<file path="src/rtl/lfsr_word_packer_if.sv">
// Word-stream handshake between the packer FIFO and its consumer.
// The master drives data/valid and the slave answers with ready.
interface lfsr_word_packer_if #(
    parameter int WORD_W = 8
);
    logic [WORD_W-1:0] word_data;
    logic              word_valid;
    logic              word_ready;

    modport master (
        output word_data,
        output word_valid,
        input  word_ready
    );

    modport slave (
        input  word_data,
        input  word_valid,
        output word_ready
    );
endinterface

</file>
<file path="src/rtl/lfsr_word_packer.sv">
// Packs the serial LFSR output into words, queues them in a FWFT FIFO, and stops
// the LFSR when the FIFO has no room for the word being assembled.
module lfsr_word_packer #(
    parameter int WORD_W     = 8,
    parameter int FIFO_DEPTH = 4,
    parameter bit MSB_FIRST  = 1'b1
) (
    input  logic                                 clk,
    input  logic                                 rst_n,
    input  logic                                 run,
    input  logic                                 clear,
    input  logic                                 bit_in,
    output logic                                 shift_en,
    lfsr_word_packer_if.master                   word_if,
    output logic [$clog2(FIFO_DEPTH+1)-1:0]      fill_level,
    output logic [$clog2(WORD_W)-1:0]            bit_cnt,
    output logic [15:0]                          word_count
);

    localparam int CNT_W = $clog2(FIFO_DEPTH + 1);
    localparam int BIT_W = $clog2(WORD_W);
    localparam int PTR_W = $clog2(FIFO_DEPTH);

    localparam logic [BIT_W-1:0] LAST_BIT = BIT_W'(WORD_W - 1);
    localparam logic [CNT_W-1:0] FULL_LVL = CNT_W'(FIFO_DEPTH);

    logic [WORD_W-1:0] shreg;
    logic [WORD_W-1:0] shreg_next;
    logic [WORD_W-1:0] mem [FIFO_DEPTH];
    logic [PTR_W-1:0]  rd_ptr;
    logic [PTR_W-1:0]  wr_ptr;

    logic full;
    logic not_empty;
    logic word_done;
    logic push;
    logic pop;

    assign full      = (fill_level == FULL_LVL);
    assign not_empty = (fill_level != '0);
    assign word_done = (bit_cnt == LAST_BIT);

    // The stall only bites on the last bit: the partial word keeps filling while full.
    assign shift_en = rst_n & run & ~clear & ~(word_done & full);
    assign push     = shift_en & word_done;
    assign pop      = not_empty & word_if.word_ready & ~clear;

    always_comb begin
        shreg_next = shreg;
        if (MSB_FIRST) begin
            shreg_next = {shreg[WORD_W-2:0], bit_in};
        end else begin
            shreg_next = {bit_in, shreg[WORD_W-1:1]};
        end
    end

    always_ff @(posedge clk or negedge rst_n) begin
        if (!rst_n) begin
            shreg      <= '0;
            bit_cnt    <= '0;
            rd_ptr     <= '0;
            wr_ptr     <= '0;
            fill_level <= '0;
            word_count <= '0;
        end else if (clear) begin
            shreg      <= '0;
            bit_cnt    <= '0;
            rd_ptr     <= '0;
            wr_ptr     <= '0;
            fill_level <= '0;
            word_count <= '0;
        end else begin
            if (shift_en) begin
                shreg   <= shreg_next;
                bit_cnt <= word_done ? '0 : bit_cnt + BIT_W'(1);
            end
            if (push) begin
                wr_ptr     <= wr_ptr + PTR_W'(1);
                word_count <= word_count + 16'd1;
            end
            if (pop) begin
                rd_ptr <= rd_ptr + PTR_W'(1);
            end
            case ({push, pop})
                2'b10:   fill_level <= fill_level + CNT_W'(1);
                2'b01:   fill_level <= fill_level - CNT_W'(1);
                default: fill_level <= fill_level;
            endcase
        end
    end

    // Storage is never reset; emptiness is tracked solely by fill_level.
    always_ff @(posedge clk) begin
        if (push) begin
            mem[wr_ptr] <= shreg_next;
        end
    end

    assign word_if.word_valid = not_empty;
    assign word_if.word_data  = not_empty ? mem[rd_ptr] : '0;

    a_no_overflow : assert property (@(posedge clk) disable iff (!rst_n) !(push && full));
    a_level_bound : assert property (@(posedge clk) disable iff (!rst_n) fill_level <= FULL_LVL);

endmodule

</file>
<file path="src/flat_wrapper.sv">
// flat-port wrapper written by rule: the top's interface ports become plain ports
module lfsr_word_packer_flat 
#(
    parameter int WORD_W     = 8,
    parameter int FIFO_DEPTH = 4,
    parameter bit MSB_FIRST  = 1'b1
)
  (clk, rst_n, run, clear, bit_in, shift_en, fill_level, bit_cnt, word_count, word_if_word_data, word_if_word_valid, word_if_word_ready);
  lfsr_word_packer_if #(.WORD_W(WORD_W)) word_if_i ();
  input  logic clk;
  input  logic rst_n;
  input  logic run;
  input  logic clear;
  input  logic bit_in;
  output logic shift_en;
  output logic [$clog2(FIFO_DEPTH+1)-1:0] fill_level;
  output logic [$clog2(WORD_W)-1:0] bit_cnt;
  output logic [15:0] word_count;
  output wire logic [$bits(word_if_i.word_data)-1:0] word_if_word_data;
  output wire logic [$bits(word_if_i.word_valid)-1:0] word_if_word_valid;
  input wire logic [$bits(word_if_i.word_ready)-1:0] word_if_word_ready;
  assign word_if_word_data = word_if_i.word_data;
  assign word_if_word_valid = word_if_i.word_valid;
  assign word_if_i.word_ready = word_if_word_ready;
  lfsr_word_packer #(.WORD_W(WORD_W), .FIFO_DEPTH(FIFO_DEPTH), .MSB_FIRST(MSB_FIRST)) u_core (.clk(clk), .rst_n(rst_n), .run(run), .clear(clear), .bit_in(bit_in), .shift_en(shift_en), .word_if(word_if_i), .fill_level(fill_level), .bit_cnt(bit_cnt), .word_count(word_count));
endmodule
</file>
<file path="config.mk">
export PLATFORM = sky130hd
export DESIGN_NAME = lfsr_word_packer_flat
export DESIGN_NICKNAME = d
export VERILOG_FILES = /design/src/rtl/lfsr_word_packer_if.sv /design/src/rtl/lfsr_word_packer.sv /design/src/flat_wrapper.sv
export SDC_FILE = /design/constraint.sdc
export NUM_CORES = 1
export LEC_CHECK = 0
export CORE_ASPECT_RATIO = 2
export CORE_MARGIN = 1
export CORE_UTILIZATION = 30
export DETAILED_ROUTE_END_ITERATION = 12
export PLACE_DENSITY = 0.6
export SLEW_MARGIN = 40
export SYNTH_ARGS = -nofsm -noshare
export SYNTH_HDL_FRONTEND = slang
export SYNTH_SLANG_ARGS = --single-unit
</file>
<file path="constraint.sdc">
create_clock -name clk -period 2.3 [get_ports clk]
set_input_delay 0.46 -clock clk [delete_from_list [all_inputs] [get_ports clk]]
set_output_delay 0.46 -clock clk [all_outputs]
set_load 0.01 [all_outputs]
</file>
# Word level (Yosys, flattened, before mapping)
# Memories as Yosys holds them, arrays and structs flattened.
# Index checks and enable logic that the tools add are counted.
word_totals:
  word_cells: 47
  latchBits: 0
  memories: 1
  mem_bits_ro: 0
  out_inout_bits: 32
  mem_bits_rw: 32
  reg_bits: 33
  input_bits: 6
op_classes:
  add_sub_neg: 6
  bitwise: 9
  n_mux: 16
  eq_ne: 4
  div: 0
  n_mul: 0
  shifts: 0
  n_reduce_logical: 5
  n_lt_le_gt_ge: 0
memory_table:
  columns: ["name", "words", "width", "read_ports", "rd_clocked_by_memory_dff", "wr", "line_no", "text"]
  rows:
  - ["u_core.mem", 4, 8, 1, 0, 1, "lfsr_word_packer.sv:29", "logic [WORD_W-1:0] mem [FIFO_DEPTH];"]
op_table:
  columns: ["op", "count"]
  rows:
  - ["two-way mux 16 bit", 2]
  - ["adder 16 x 1 -> 16 bit (second input constant)", 1]
  - ["two-way mux 7 bit", 2]
  - ["two-way mux 3 bit", 4]
  - ["two-way mux 2 bit", 4]
  - ["two-way mux 8 bit", 1]
  - ["bitwise AND 1 bit", 7]
  - ["adder 3 x 1 -> 3 bit (second input constant)", 2]
  - ["== test 3 bit (second input constant)", 2]
  - ["case mux 3 bit (2 select lines)", 1]
  - ["nonzero test 2 bit", 3]
  - ["nonzero test 3 bit", 2]
  - ["adder 2 x 1 -> 2 bit (second input constant)", 2]
  - ["subtractor 3 x 1 -> 3 bit (second input constant)", 1]
  - ["== test 2 x 1 -> 1 bit (second input constant)", 1]
  - ["== test 2 bit (second input constant)", 1]
  - ["two-way mux 1 bit", 2]
  - ["inverter 1 bit", 2]

# Logic depth before layout (Yosys ltp)
logic_depth:
  ltp_word: 8
  mapped_depth: 9
  depth_no_buf: 9

# Worst setup path after synthesis
# OpenSTA, ideal clock, no wires.
synth_path:
  path_kind: "register to register"
  from: "register u_core.bit_cnt[0]"
  to: "register u_core.fill_level[2]"
  t_arrival_ns: 2.159
  setup_ns: 0.137
  required_time_ns: 2.163
  slack_ns: 0.004
  synth_period_minus_slack_ns: 2.296
  stages_incl_launch_ff: 10
  n_path_buf: 0
  path_cell_list: "dfrtp_1 -> ha_1 -> ha_1 -> nand4b_4 -> nor2_1 -> nor3_1 -> fa_1 -> nor3b_1 -> o21bai_1 -> a31oi_1"
synth_via:
  elab_chain_cells: 8
  elab_cells_between_ends: 10
  cone_classes: "eq/ne (3); mux (2); bitwise (4); reduce/logical (1)"
synth_lines:
  columns: ["item", "line_no", "text"]
  rows:
  - ["start: declaration", "lfsr_word_packer.sv:16", "output logic [$clog2(WORD_W)-1:0] bit_cnt,"]
  - ["start signal: assignment", "lfsr_word_packer.sv:75", "bit_cnt <= word_done ? '0 : bit_cnt + BIT_W'(1);"]
  - ["== test 3 bit *", "lfsr_word_packer.sv:41", "assign word_done = (bit_cnt == LAST_BIT);"]
  - ["bitwise AND 1 bit", "lfsr_word_packer.sv:44", "assign shift_en = rst_n & run & ~clear & ~(word_done & full);"]
  - ["inverter 1 bit", "lfsr_word_packer.sv:44", null]
  - ["bitwise AND 1 bit", "lfsr_word_packer.sv:44", null]
  - ["bitwise AND 1 bit *", "lfsr_word_packer.sv:45", "assign push = shift_en & word_done;"]
  - ["== test 2 x 1 -> 1 bit or == test 2 bit (tied branches)", "lfsr_word_packer.sv:84", "case ({push, pop})"]
  - ["case mux 3 bit (2 select lines)", "lfsr_word_packer.sv:84", null]
  - ["two-way mux 3 bit", "lfsr_word_packer.sv:65", "end else if (clear) begin"]
  - ["end signal: assignment", "lfsr_word_packer.sv:85", "2'b10: fill_level <= fill_level + CNT_W'(1);"]
  - ["end signal: assignment", "lfsr_word_packer.sv:86", "2'b01: fill_level <= fill_level - CNT_W'(1);"]
  - ["end signal: assignment", "lfsr_word_packer.sv:87", "default: fill_level <= fill_level;"]
  - ["end: declaration", "lfsr_word_packer.sv:15", "output logic [$clog2(FIFO_DEPTH+1)-1:0] fill_level,"]
# Mark *: on every way between the ends. The rest lies on a longest branch, timed or not.
# A chain may end at the register's enable or synchronous reset.

# Worst setup path in the final report
layout_path:
  from: "register u_core.fill_level[2]"
  to: "output port word_if_word_valid"
layout_via:
  elab_chain_cells: 1
layout_lines:
  columns: ["item", "line_no", "text"]
  rows:
  - ["nonzero test 3 bit", "lfsr_word_packer.sv:40", "assign not_empty = (fill_level != '0);"]
  - ["end: declaration", "flat_wrapper.sv:20", "output wire logic [$bits(word_if_i.word_valid)-1:0] word_if_word_valid;"]
# No other way between the ends.

==> results summary <==
The run finished with clean final reports. The number of enable-type register cells in the synthesized netlist came out at 32. The sequential cells in the finished layout cover a total of 1790 sq um. The first-pass GRT wire length came out at 11100 um. The floorplan step set the die height to 143 um. The worst setup path is launched from a register. The worst setup path is captured at an output pin. The area share of xor/xnor cells in the synthesized design came out at 0.0236.

The final critical-path share of the clock period came out at 0.961. The sum of buffers and inverters on the critical path came out at 1. The net count reported at finish came out at ~320. Max-cap violations in this run came to 0.

0 antenna diodes ended up in the layout. The later pin in the worst-skew pair is clocked with a latency of approximately 0.33 ns. Of the total synthesized cell area, the portion taken by full adders, half adders and majority gates is 0.0362.

The normalized max-slew margin came out at 0.691. Of the total synthesized cell area, the portion taken by AND, OR, NAND and NOR gates is 0.176. The area fraction in compound gates after synthesis came out at 0.0678. In this design, the stage delay of the slowest critical-path cell is 0.50 ns. The Yosys step of the flow raised 0 warnings.

The slowest cell on the critical path is clkdlybuf4s50_1. Counting the buffers created by CTS gives 9. For this run, the register share of the synthesized area comes to 0.601. The die span in x came out at between 70 and 80 um.

Relative to the synthesized area, the layout overhead comes to 37.3%. Using the TritonRoute via totals, the vias-per-cell ratio works out to about 4.7. The number of global-route vias before repair came out at roughly 2200. The largest net degree at the start of global routing came out at 34.

In the final layout, the multi-input gates occupy about 1200 sq um. The worst setup path category is reg -> out. The average cell area after synthesis came out at 12.6 sq um.

The initial utilization of the core area, before any placement, comes to 0.306. The setup clock skew after layout came out at 0.00616 ns. 38 I/O pins were placed. The async set or reset register ratio after synthesis is 0.508. The layout cell share with drive strength beyond 1 is 0.227. Data on the critical path arrives at its endpoint at around 1.8 ns. The die covers slightly above 10000 sq um.

Summed over all cells, the static leakage comes to roughly 1.6 nW. The flop and latch count out of synthesis is between 60 and 70. The final routed wire length divided by cell count came out at 15.0 um. The upper clock frequency limit came out at 452 MHz.

The top fanout value on the critical path came out at 12. Summed over all layers, the global routing overflow is 0. The aggregate routed wire length came out at 6610 um.

The count of fill cells added during filler insertion is ~950. The combinational family with the most area after synthesis is simple AND/OR/NAND/NOR gates. The cts-stage hold buffer count is 0. The startpoint identified for the worst register-to-register timing path is u_core.bit_cnt[0]. At the pin with the least slew margin, the transition time is 0.459 ns. The setup-violating endpoint count in the final report came out at 0. The number of sinks handled by clock tree synthesis is between 60 and 70. The area of the mapped netlist came out at between 2000 and 3000 sq um. The post-layout utilization of the core is 0.421. Among all flip-flop cells after synthesis, the most frequent one is dfrtp_1. The number of antenna violations at the first check in global routing is 0.

The number of routed nets with antenna violations came out at 0. The required time at the worst-slack endpoint came out at around 1.8 ns. In the post-route analysis, the smallest setup slack over all paths is 0.0888 ns. For this run, the number of standard cells in the final layout without fillers is 440. The CTS tree is done.

Setup repair after global routing left no endpoint under its margin. The final weighted congestion of routability-driven global placement is slightly below 0.8. The count of routing violations after the opening detailed-route iteration came out at 74. The H-tree generated during clock tree synthesis spans 3 levels. Among cell families on the critical path, the largest total delay comes from buffers and inverters. The detailed placer's ending HPWL came out at 4830 um.

In this run the worst hold path is classified as in -> async. The synthesized netlist net count is ~250. The total power per unit cell area came out at 664 nW/um^2.

After layout, the minimum clock period comes to 2.21 ns. Measured in cells, the most critical reg-to-reg path has a length of 9. The total chip power is roughly 2.7 mW.

The number of failing hold endpoints at the final stage is 0. The post-synthesis mux area share came out at 0.0754. The worst-case IR drop observed on VDD is approximately 0.47 mV. Traced cell by cell, the critical path runs through or3_4 -> clkdlybuf4s50_1. After routing the design area is between 4000 and 5000 sq um.

The number of standard cells after synthesis is between 200 and 250. The worst register-to-register path ends at u_core.fill_level[2]. Timing analysis after detailed placement gives a worst setup slack of -0.104 ns.

During placement, the flow inserted port buffers numbering 37. The placed instance count is approximately 420. The number of vias in the routed layout came out at around 2100. For this run, the total global-route usage over all layers was measured as 0.147. In this run the clock root is driven by a clkbuf_16.

For this run, the detailed router's first-pass iteration total came to 4. The maximum number of buffers from clock root to sink is 2. The clock transition at the registers of the reported paths came out at 0.05 ns. The final number of max-transition violations came out at 0. The count of unresolved DRC violations after routing came out at 0. The area of placed instances came out at roughly 3700 sq um. Setup slack on the worst reg-to-reg path comes out at 0.14 ns. The number of core rows came out at approximately 50. The area of the core is approximately 9700 sq um.

The distinct cell type count after synthesis came out at between 40 and 50.
[state kept, by name, indices dropped and copies added (netlist names)]
register / flops
u_core.wr_ptr: 2
u_core.rd_ptr: 2
u_core.word_count: 16
u_core.fill_level: 3
u_core.shreg: 7
u_core.mem: 32
u_core.bit_cnt: 3
[layout by cell type (no fill, tap or decap), types with 6 or more instances in the layout]
master,n
buf_4,24
nand2b_1,13
and2_1,9
clkdlybuf4s50_1,27
dlygate4sd2_1,6
ha_1,6
or3_1,6
nand2_1,19
dfrtp_1,33
o21ai_0,18
nor2_1,13
mux4_2,8
a21oi_1,8
edfxtp_1,32
clkbuf_16,9
nand3_1,6
[cell type report]
cell class / count / share of cell area
repair buffers: 68 / 0.158
clock buffers: 10 / 0.0561
clock inverters: 6 / 0.0202
multi-input cells: 155 / 0.283
well taps: 132 / 0.0405
inverters: 4 / 0.00368
flip-flops and latches: 65 / 0.438
[cells by family after synthesis]
logic type	after synthesis
compound gates	35
xor+xnor	8
fa+ha+maj	8
buf+inv	15
flops	65
mux	12
simple gates	92
[how the worst max path moves through the flow]
stage | from | endpoint | slack, ns | cells after the start
after floorplan | u_core.bit_cnt[0] | u_core.fill_level[2] | 0.004 | 9
after global placement | run | shift_en | -0.05 | 4
after detailed placement | clear | u_core.fill_level[2] | -0.10 | 8
after CTS | u_core.rd_ptr[0] | word_if_word_data[5] | -0.02 | 5
after global routing | u_core.bit_cnt[0] | u_core.fill_level[2] | 0.002 | 9
final | u_core.fill_level[2] | word_if_word_valid | 0.09 | 2
[power breakdown]
group          leakage, nW  switching (mW)  internal, mW
registers            0.737         0.00465          1.22
clock network        0.152           0.473         0.941
logic                0.716          0.0399        0.0287
total                 1.61           0.518          2.19
[what timing repair did]
item	4_1_cts	5_1_grt
buffers inserted	2	0
endpoints found under the setup margin	10	6
pin swaps	0	0
gates resized for setup	17	6
[layer usage]
layer / GRT usage / wire length [um]
met4: 0.0918 / 197
met3: 0.0289 / 178
met1: 0.140 / 2370
met5: 0 / 0
met2: 0.276 / 3870
[stage by stage]
| stage | setup TNS [ns] | hold WS (ns) |
|---|---|---|
| CTS | -0.0189 | 0.311 |
| global placement | -0.0668 | 0.496 |
| detailed placement | -0.327 | 0.515 |
| finish | 0 | 0.279 |
| global route | 0 | 0.326 |
| floorplan | 0 | 0.164 |
[synth_stat cells, types with 2 or more instances]
cell | number | area (sq um)
a21oi_1 | 8 | 40.0
and2_1 | 9 | 56.3
and3_1 | 5 | 31.3
clkbuf_1 | 9 | 33.8
dfrtp_1 | 33 | 826
edfxtp_1 | 32 | 961
ha_1 | 7 | 87.6
inv_1 | 4 | 15.0
mux2_2 | 3 | 33.8
mux4_2 | 8 | 180
nand2_1 | 19 | 71.3
nand2b_1 | 13 | 81.3
nand3_1 | 6 | 30.0
nand4_1 | 4 | 25.0
nor2_1 | 13 | 48.8
nor3_1 | 3 | 15.0
nor3b_1 | 2 | 15.0
nor4_1 | 2 | 12.5
o21ai_0 | 18 | 90.1
o31ai_1 | 2 | 15.0
or3_1 | 7 | 43.8
or3b_2 | 2 | 17.5
xnor2_1 | 3 | 26.3
xor2_1 | 5 | 43.8
No activity file was read; power rests on OpenSTA's default activity.
